File: config.mk
export PLATFORM = sky130hd
export DESIGN_NAME = pmp_match
export DESIGN_NICKNAME = d
export VERILOG_FILES = /design/src/rtl/pmp_region_checker_pkg.sv /design/src/rtl/pmp_region_checker_match.sv
export SDC_FILE = /design/constraint.sdc
export NUM_CORES = 1
export LEC_CHECK = 0
export BUFFER_PORTS_ARGS = -buffer_cell sky130_fd_sc_hd__buf_2
export CORE_UTILIZATION = 61
export DETAILED_ROUTE_END_ITERATION = 6
export GPL_ROUTABILITY_DRIVEN = 0
export PLACE_DENSITY = 0.91
export SLEW_MARGIN = 25
export SYNTH_ARGS = -nofsm -noshare
export SYNTH_HDL_FRONTEND = slang
export SYNTH_SLANG_ARGS = --single-unit
File: constraint.sdc
create_clock -name vclk -period 4.97
set_clock_uncertainty 0.2 [all_clocks]
set_input_delay 0.497 -clock vclk [all_inputs]
set_output_delay 0.497 -clock vclk [all_outputs]
set_load 0.02 [all_outputs]
File: src/rtl/pmp_region_checker_pkg.sv
`default_nettype none
// ============================================================================
// Module   : pmp_pkg
// Brief    : Shared PMP types: region mode encoding, config and request records.
// Revision : 1.0
// ============================================================================
package pmp_pkg;

    localparam int unsigned PMP_ADDR_W = 34;

    typedef enum logic [1:0] {
        OFF   = 2'b00,
        TOR   = 2'b01,
        NA4   = 2'b10,
        NAPOT = 2'b11
    } pmp_cfg_mode_e;

    typedef struct packed {
        logic          lock;
        pmp_cfg_mode_e mode;
        logic          w;
        logic          r;
    } pmp_cfg_t;

    typedef struct packed {
        logic [PMP_ADDR_W-1:0] addr;
        logic                  wr;
    } pmp_req_t;

endpackage
`default_nettype wire

File: src/rtl/pmp_region_checker_match.sv
`default_nettype none
// ============================================================================
// Module   : pmp_match
// Brief    : Combinational single-region address matcher (OFF/TOR/NA4/NAPOT).
// Revision : 1.0
// ============================================================================
module pmp_match
    import pmp_pkg::*;
#(
    parameter int unsigned AW = 32
) (
    input  pmp_cfg_mode_e   i_mode,
    input  logic [AW-1:0]   i_addr,
    input  logic [AW-1:0]   i_prev_addr,
    input  logic [AW-1:0]   i_req_addr,
    output logic            o_hit
);
    logic [AW-1:0] w_napot_mask;

    // Mask covers the trailing ones of the region address plus the first zero.
    assign w_napot_mask = i_addr ^ (i_addr + 1'b1);

    always_comb begin
        o_hit = 1'b0;
        case (i_mode)
            OFF:     o_hit = 1'b0;
            TOR:     o_hit = (i_prev_addr < i_addr) &&
                             (i_req_addr >= i_prev_addr) &&
                             (i_req_addr < i_addr);
            NA4:     o_hit = (i_req_addr == i_addr);
            NAPOT:   o_hit = ((i_req_addr | w_napot_mask) == (i_addr | w_napot_mask));
            default: o_hit = 1'b0;
        endcase
    end

endmodule
`default_nettype wire

# After elaboration in Yosys (flattened, before gate mapping)
# Index checks and enable logic that the tools add are counted.
# classes
addsub,1
multipliers,0
div,0
magnitude_cmp,3
n_eq_ne,5
shift,0
n_mux,1
bitwise,3
reduce_logical,3
# ops
op,n
32-bit == test,2
32-bit less-than comparator,2
32-bit bitwise OR,2
32-bit by 1-bit adder with 32-bit output (second input constant),1
32-bit >= comparator,1
32-bit bitwise XOR,1
2-bit == test (second input constant),2
1-bit case mux with 4 select lines,1
2-bit by 1-bit == test with 1-bit output (second input constant),1
1-bit logical AND,2
2-bit zero test,1
# word_totals
reg_bits,0
latch_bits,0
ramBits,0
rom_bits,0
mem_count,0

# Depth between registers and ports, before layout
# Gate-level depths: netlist of run 1.
# logic_depth
ltp_word,5
mapped_depth,18
depth_no_buf,18

# Worst setup path before layout of run 1
# Ideal clock, no wire load.
# synth_timing
path_kind,input -> output
from,input i_addr[18]
to,output o_hit
arrival_ps,3146
t_required_ps,4273
path_slack_ps,1127
cell_stages,15
path_buffers,0
cell_sequence,clkinv_1 nor4_4 and3_4 and4_4 nand3_4 nor3_4 nand3_1 ha_1 xor2_1 nor2_1 xnor2_1 nand4_1 nor4_1 nand4_1 a31oi_1
# synth_between
elab_chain_cells,5
# synth_lines
element,line,source
from (decl),pmp_region_checker_match.sv:13,"input logic [AW-1:0] i_addr,"
32-bit by 1-bit adder with 32-bit output,pmp_region_checker_match.sv:21,assign w_napot_mask = i_addr ^ (i_addr + 1'b1);
32-bit bitwise XOR,pmp_region_checker_match.sv:21,
32-bit bitwise OR,pmp_region_checker_match.sv:31,NAPOT: o_hit = ((i_req_addr | w_napot_mask) == (i_addr | w_napot_mask));
32-bit == test,pmp_region_checker_match.sv:31,
1-bit case mux with 4 select lines *,pmp_region_checker_match.sv:25,case (i_mode)
to (decl),pmp_region_checker_match.sv:16,output logic o_hit
# Mark *: on every way between the ends. The rest lies on a longest branch, timed or not.

# Worst setup path in the final report of run 1
# layout_timing
from,input i_addr[0]
to,output o_hit
# Same word-level chain as after synthesis.

==> impl_metrics.ini, run 1 <==
[critical_path]
endpoint = o_hit
cpMaxStageDelayCell = nor4_1
critical_path_class = in2out
endpoint_kind = primary output
crit_fanout = 6
crit_buf_inv = 3
crit_family = simple AND/OR/NAND/NOR gates
max_stage_delay_ns = 0.35
cp_common_cell = nor2_1
arrival_ns = 3.75
critPathLaunchType = input port
required_ns = 4.27
startpoint = i_addr[0]
cp_cell_sequence = buf_2 > ha_1 > nand2_1 > nor2_1 > nand3_1 > nor2_1 > inv_2 > nor3_2 > nand3_1 > ha_1 > xor2_1 > nor2_1 > xnor2_1 > nand4_1 > nor4_1 > nand4_1 > a31oi_1 > buf_2
worst-path-stages = 18

[timing]
relSlewSlack_pct = 70.9
worstMarginPinSlew_ns = 0.425
drv_slew = 0
setup_tns_ns = 0
rsz0062_at_grt = no
final-hold-violation-count = 0
fin_crit_ns = 4.45
setup_slack_ns = 0.520
fmax_mhz = 225
final-setup-viol-count = 0
fin_crit_sh_pct = 89.5

[final_layout]
fill_cells = 453
flops_and_latches = 0
clkbuf_count = 0
area_growth_syn_to_layout_pct = 15.9
num-nets-final = 813
diodes = 0
register_area_um2 = 0
layout-drive-gt1-share_pct = 19.1

[place]
dp_hpwl_mm = 9.31
place_ws_ns = 0.628
numPortBuffers = 99

[yosys]
synth_area_leaders = ha_1 43%, xor2_1 9.7%, inv_1 6.7%
syn_nets = 712
ys_seq_area_share_pct = 0
syn-instance-count = 487
synth.top_cell.area_share_pct = 43.1
yosys.area.top_type = ha_1
yosys.cell_types.count = 48
ys_warn_count = 0
synth.avg_cell_area_um2 = 7.58
netlist_area_um2 = 3690

[pwr]
vdd_ir_drop_max_mv = 0.0430
clkPwrFrac_pct = 0
switchingPower_mw = 0.190
p_comb_share_pct = 100.0
power.leakage_nw = 2.29
power_mw = 0.342
p_per_area_nw_per_um2 = 80.0
internal-power_mw = 0.152
netSwitchingFraction_pct = 55.6
pwr-share-seq_pct = 0

[routing]
drt-initial-drc-count = 145
viasPerCell = 5.95
dr.pass1.iters = 4
drc = 0
via_count = 3913
drtAntennaViolNets = 0
finalWirelength_mm = 10.1
drt-wirelength-per-cell_um = 15.3

[cts]
cts.hold.buffers_added = 0
cts_resized = 0
post-cts-setup-buffers = 0

[global_route]
grt_antenna_before_repair = 0
overflow = 0
grt_max_degree = 7
track_usage_pct = 31.9
grt_pass1_wl_mm = 16.4
grt_pass1_vias = 3931

[floorplan]
dieArea_um2 = 6360
die_y_um = 79.8
start_util_pct = 65.0
ios = 99
fp.dieW_um = 79.8
fp-row-count = 27
core_area_um2 = 5680

[worst_hold_path]
hold_class = in2out
hold_start = i_mode[0]

[run]
max_cap_viol_count = 0

[outcome]
status = complete, no violations
==> tightest hold or removal path, stage by stage <==
cell and delay [ns]:
buf_2 0.11, nor2_1 0.05, nand3_1 0.07, a31oi_1 0.09
buf_2 0.16
==> per-stage QoR <==
stage | instances | cell area (µm²) | utilization, % | hold slack [ns]
after floorplan | 487 | 3690 | - | 1.03
after global placement | 658 | 4280 | 75.3 | 1.26
after detailed placement | 658 | 4280 | 75.3 | 1.26
after CTS | 658 | 4280 | 75.3 | 1.26
after global routing | 658 | 4280 | 75.3 | 1.31
final | 658 | 4280 | 75.3 | 1.27
==> synth_stat cells, drive strengths merged (2+ instances only) <==
master    n
nor4      7
a21oi    31
a221oi    2
o21ba     2
nor2     39
inv      71
a21o      5
nand2    30
nand3    23
nor3      5
o211ai    2
a41oi     2
or3       2
nand4    23
xnor2    21
a211oi    3
nand2b    3
o21a      3
ha      127
and4      9
o21ai    15
xor2     41
a31oi     2
and3      3
==> power groups by stage <==
stage / Clock (mW) / Sequential (mW) / Combinational, mW
after floorplan: 0 / 0 / 0.213
after global placement: 0 / 0 / 0.318
after detailed placement: 0 / 0 / 0.337
after CTS: 0 / 0 / 0.338
after global routing: 0 / 0 / 0.383
final: 0 / 0 / 0.342
==> cells by family after synthesis <==
| kind of cell | Yosys count | share of synthesized area, % |
|---|---|---|
| and+or+nand+nor | 148 | 21.5 |
| adders and majority gates | 127 | 43.1 |
| AOI/OAI and AO/OA | 78 | 13.4 |
| buffers and inverters | 72 | 7.32 |
| xor gates and xnor gates | 62 | 14.7 |
==> per-layer routing <==
metal  share of wire, %  global-route usage (%)  vias to the layer above
li1                   -                       -                     1959
met1                 41                    34.6                     1773
met3                5.9                    2.97                       37
met2                 49                    62.1                      144
met5                  0                       0                        -
met4                3.9                    13.6                        0
==> worst min path at each step <==
stage,cells past startpoint,endpoint
final,5,o_hit
after global placement,5,o_hit
after global routing,5,o_hit
after detailed placement,5,o_hit
after floorplan,2,o_hit
after CTS,5,o_hit
==> placed cells by master (no fill, tap or decap), drive strengths merged, types with 2 or more instances in the layout <==
cell	Yosys	routed
nand4	23	23
a221oi	2	2
nor2	39	39
nand2	30	30
and3	3	3
and4	9	9
a41oi	2	2
or3	2	2
o21ba	2	2
buf	0	99
nand3	23	23
o211ai	2	2
xnor2	21	21
nand2b	3	3
xor2	41	41
o21a	3	3
a21oi	31	31
inv	71	71
a31oi	2	2
a21o	5	5
ha	127	127
a211oi	3	3
nor3	5	5
nor4	7	7
o21ai	15	15
==> area by class of cell <==
type	instances	area, µm²	area share [%]
tap	72	90.1	2.11
multi-input combinational	415	3420	80.0
timing repair buffer	99	495	11.6
inverter	72	270	6.32
No activity file was read; power rests on OpenSTA's default activity.
==> run 2: changes to the inputs <==
--- a/config.mk
+++ b/config.mk
@@ -9,7 +9,7 @@
 export CORE_UTILIZATION = 61
 export DETAILED_ROUTE_END_ITERATION = 6
 export GPL_ROUTABILITY_DRIVEN = 0
-export PLACE_DENSITY = 0.91
+export PLACE_DENSITY_LB_ADDON = 0.2
 export SLEW_MARGIN = 25
 export SYNTH_ARGS = -nofsm -noshare
 export SYNTH_HDL_FRONTEND = slang
==> impl_metrics.ini, run 2 (synthesis gave the netlist of run 1 again) <==
[final_layout]
fill_cells = 465
area_growth_syn_to_layout_pct = 15.9
layout_common_cells = 127 x ha_1, 99 x buf_2, 66 x inv_1, 41 x xor2_1, 39 x nor2_1
diodes = 0
flops_and_latches = 0
layout-drive-gt1-share_pct = 19.1
clkbuf_count = 0
num-nets-final = 813
register_area_um2 = 0
multi_input_area_um2 = 3420
final_common_cell = ha_1

[place]
dp_hpwl_mm = 9.27
place_ws_ns = 0.651
numPortBuffers = 99

[critical_path]
crit_fanout = 6
startpoint = i_addr[0]
critical_path_class = in2out
required_ns = 4.27
endpoint_kind = primary output
arrival_ns = 3.71
critPathLaunchType = input port

[timing]
worstMarginPinSlew_ns = 0.471
fin_crit_ns = 4.41
final-hold-violation-count = 0
fin_crit_sh_pct = 88.6
setup_tns_ns = 0
setup_slack_ns = 0.565
fmax_mhz = 227
drv_slew = 0
final-setup-viol-count = 0
relSlewSlack_pct = 67.8
rsz0062_at_grt = no

[global_route]
grt_max_degree = 7
track_usage_pct = 32.8
grt_antenna_before_repair = 0
grt_pass1_vias = 4012
grt_pass1_wl_mm = 16.9
overflow = 0

[pwr]
vdd_ir_drop_max_mv = 0.0409
p_per_area_nw_per_um2 = 80.3
power_mw = 0.343
power.leakage_nw = 2.29

[floorplan]
ios = 99
fp.dieW_um = 79.8
die_y_um = 79.8
dieArea_um2 = 6360
fp-row-count = 27
start_util_pct = 65.0
core_area_um2 = 5680

[routing]
finalWirelength_mm = 10.2
drt-initial-drc-count = 187
drt-wirelength-per-cell_um = 15.5
drc = 0
dr.pass1.iters = 6
viasPerCell = 6.00
via_count = 3945
drtAntennaViolNets = 0

[cts]
post-cts-setup-buffers = 0
cts_resized = 0
cts.hold.buffers_added = 0

[worst_hold_path]
hold_class = in2out
hold_start = i_mode[0]

[run]
max_cap_viol_count = 0

[outcome]
status = complete, no violations
run 2: cell counts in the layout (fill, tap and decap cells not counted):
No cell type changed its count.
run 2: where the power goes:
part | switching, mW | internal [mW]
combinational | 0.191 | 0.152
clock | 0 | 0
sequential | 0 | 0
run 2: routing by layer:
layer / up-vias / share of wire, % / track usage, %
met4: 0 / 3.1 / 10.7
met5: - / 0 / 0
met1: 1825 / 42 / 37.6
met2: 134 / 51 / 64.0
met3: 33 / 3.7 / 1.49
li1: 1953 / - / -
run 2: path summary, 6_finish.rpt:
path	end	slack (ns)	depth (start not counted)
worst max-delay path	o_hit	0.56	20
worst min-delay path	o_hit	1.26	5
run 2: per-stage QoR:
step / instance area, µm² / util, % / hold slack, ns / std cells
floorplan: 3690 / - / 1.03 / 487
detailed placement: 4280 / 75.3 / 1.26 / 658
CTS: 4280 / 75.3 / 1.26 / 658
global route: 4280 / 75.3 / 1.29 / 658
global placement: 4280 / 75.3 / 1.25 / 658
finish: 4280 / 75.3 / 1.26 / 658
run 2: area by class of cell:
class / instances / share of cell area [%]
Multi-Input combinational cell: 415 / 80.0
Tap cell: 72 / 2.11
Timing Repair Buffer: 99 / 11.6
Inverter: 72 / 6.32
run 2: critical path, cell delays in order:
cell     delay [ns]
buf_2          0.13
ha_1           0.20
nand2_1        0.08
nor2_1         0.24
nand3_1        0.13
nor2_1         0.12
inv_2          0.05
nor3_2         0.31
inv_2          0.07
nor2_1         0.15
nand2_1        0.08
ha_1           0.29
xor2_1         0.14
nor2_1         0.14
xnor2_1        0.16
nand4_1        0.12
nor4_1         0.26
nand4_1        0.13
a31oi_1        0.22
buf_2          0.19
==> run 3: changes to the inputs <==
--- a/config.mk
+++ b/config.mk
@@ -6,7 +6,7 @@
 export NUM_CORES = 1
 export LEC_CHECK = 0
 export BUFFER_PORTS_ARGS = -buffer_cell sky130_fd_sc_hd__buf_2
-export CORE_UTILIZATION = 61
+export CORE_UTILIZATION = 50
 export DETAILED_ROUTE_END_ITERATION = 6
 export GPL_ROUTABILITY_DRIVEN = 0
 export PLACE_DENSITY_LB_ADDON = 0.2
==> impl_metrics.ini, run 3 (synthesis gave the netlist of run 1 again) <==
[outcome]
status = complete, no violations

[floorplan]
fp.dieW_um = 87.9
dieArea_um2 = 7730
ios = 99
fp-row-count = 30
die_y_um = 87.9
start_util_pct = 53.1
core_area_um2 = 6940

[global_route]
grt_pass1_wl_mm = 15.7
grt_antenna_before_repair = 0
grt_pass1_vias = 3592
track_usage_pct = 25.5
overflow = 0
grt_max_degree = 7

[place]
numPortBuffers = 99
dp.cells = 682
dp_hpwl_mm = 8.92

[final_layout]
num-nets-final = 813
final_cells = 682
layout-drive-gt1-share_pct = 19.1
area_growth_syn_to_layout_pct = 16.7
flops_and_latches = 0
clkbuf_count = 0
layout_common_cells = 127 x ha_1, 99 x buf_2, 66 x inv_1, 41 x xor2_1, 39 x nor2_1
final_common_cell = ha_1
diodes = 0
final_util_pct = 62.0
register_area_um2 = 0

[critical_path]
endpoint_kind = primary output
crit_buf_inv = 4
required_ns = 4.27
max_stage_delay_ns = 0.34
cp_common_cell = nor2_1
cp_cell_sequence = buf_2 > ha_1 > nand2_1 > nor2_1 > nand3_1 > nor2_1 > inv_2 > nor3_2 > inv_2 > nor2_1 > nand2_1 > ha_1 > xor2_1 > nor2_1 > xnor2_1 > nand4_1 > nor4_1 > nand4_1 > a31oi_1 > buf_2
arrival_ns = 3.78
cpMaxStageDelayCell = nor3_2
crit_fanout = 6
crit_family = simple AND/OR/NAND/NOR gates
critical_path_class = in2out
critPathLaunchType = input port

[routing]
drc = 0
drtAntennaViolNets = 0
drt-initial-drc-count = 98
drt-wirelength-per-cell_um = 14.1
finalWirelength_mm = 9.63
dr.pass1.iters = 4
viasPerCell = 5.57
via_count = 3799

[pwr]
vdd_ir_drop_max_mv = 0.0351
p_per_area_nw_per_um2 = 77.7
power.leakage_nw = 2.29

[timing]
rsz0062_at_grt = no
setup_tns_ns = 0
relSlewSlack_pct = 56.6
drv_slew = 0
holdWs_ns = 1.29
final-hold-violation-count = 0
worstMarginPinSlew_ns = 0.635
final-setup-viol-count = 0
fmax_mhz = 223
fin_crit_sh_pct = 90.1
fin_crit_ns = 4.48

[cts]
cts.hold.buffers_added = 0
cts_resized = 0
post-cts-setup-buffers = 0

[worst_hold_path]
hold_end = o_hit
hold_class = in2out
hold_depth = 5
hold_start = i_mode[0]

[run]
max_cap_viol_count = 0
run 3: cell counts in the layout (fill, tap and decap cells not counted):
Identical to the previous run, type by type.
run 3: worst max path at each step:
stage,start,end,slack (ns),depth (start not counted)
floorplan,i_addr[18],o_hit,1.13,15
finish,i_addr[0],o_hit,0.49,20
global route,i_addr[0],o_hit,0.21,20
CTS,i_addr[0],o_hit,0.53,20
global placement,i_addr[0],o_hit,0.62,20
detailed placement,i_addr[0],o_hit,0.54,20
run 3: area by class of cell:
class	count	area (µm²)
fill	672	2640
tap	96	120
inverter	72	270
timing repair buffer	99	495
multi-input combinational	415	3420
run 3: metal layers:
metal | global-route usage (%) | part of all wire (%) | up-vias
li1 | - | - | 1951
met1 | 31.1 | 44 | 1724
met2 | 49.1 | 49 | 104
met3 | 0.660 | 3.9 | 20
met4 | 5.96 | 2.3 | 0
met5 | 0 | 0 | -
run 3: metrics by stage:
step           setup WS (ns)  instance area [µm²]  power [mW]
2_1_floorplan           1.13                 3690       0.213
3_3_place_gp           0.621                 4310       0.320
3_5_place_dp           0.540                 4310       0.334
4_1_cts                0.527                 4310       0.336
5_1_grt                0.206                 4310       0.381
6_report               0.494                 4310       0.335
run 3: report_power, final:
part           leakage [nW]  total (mW)  internal (mW)  switching, mW
clock                     0           0              0              0
combinational          2.29       0.335          0.151          0.184
sequential                0           0              0              0
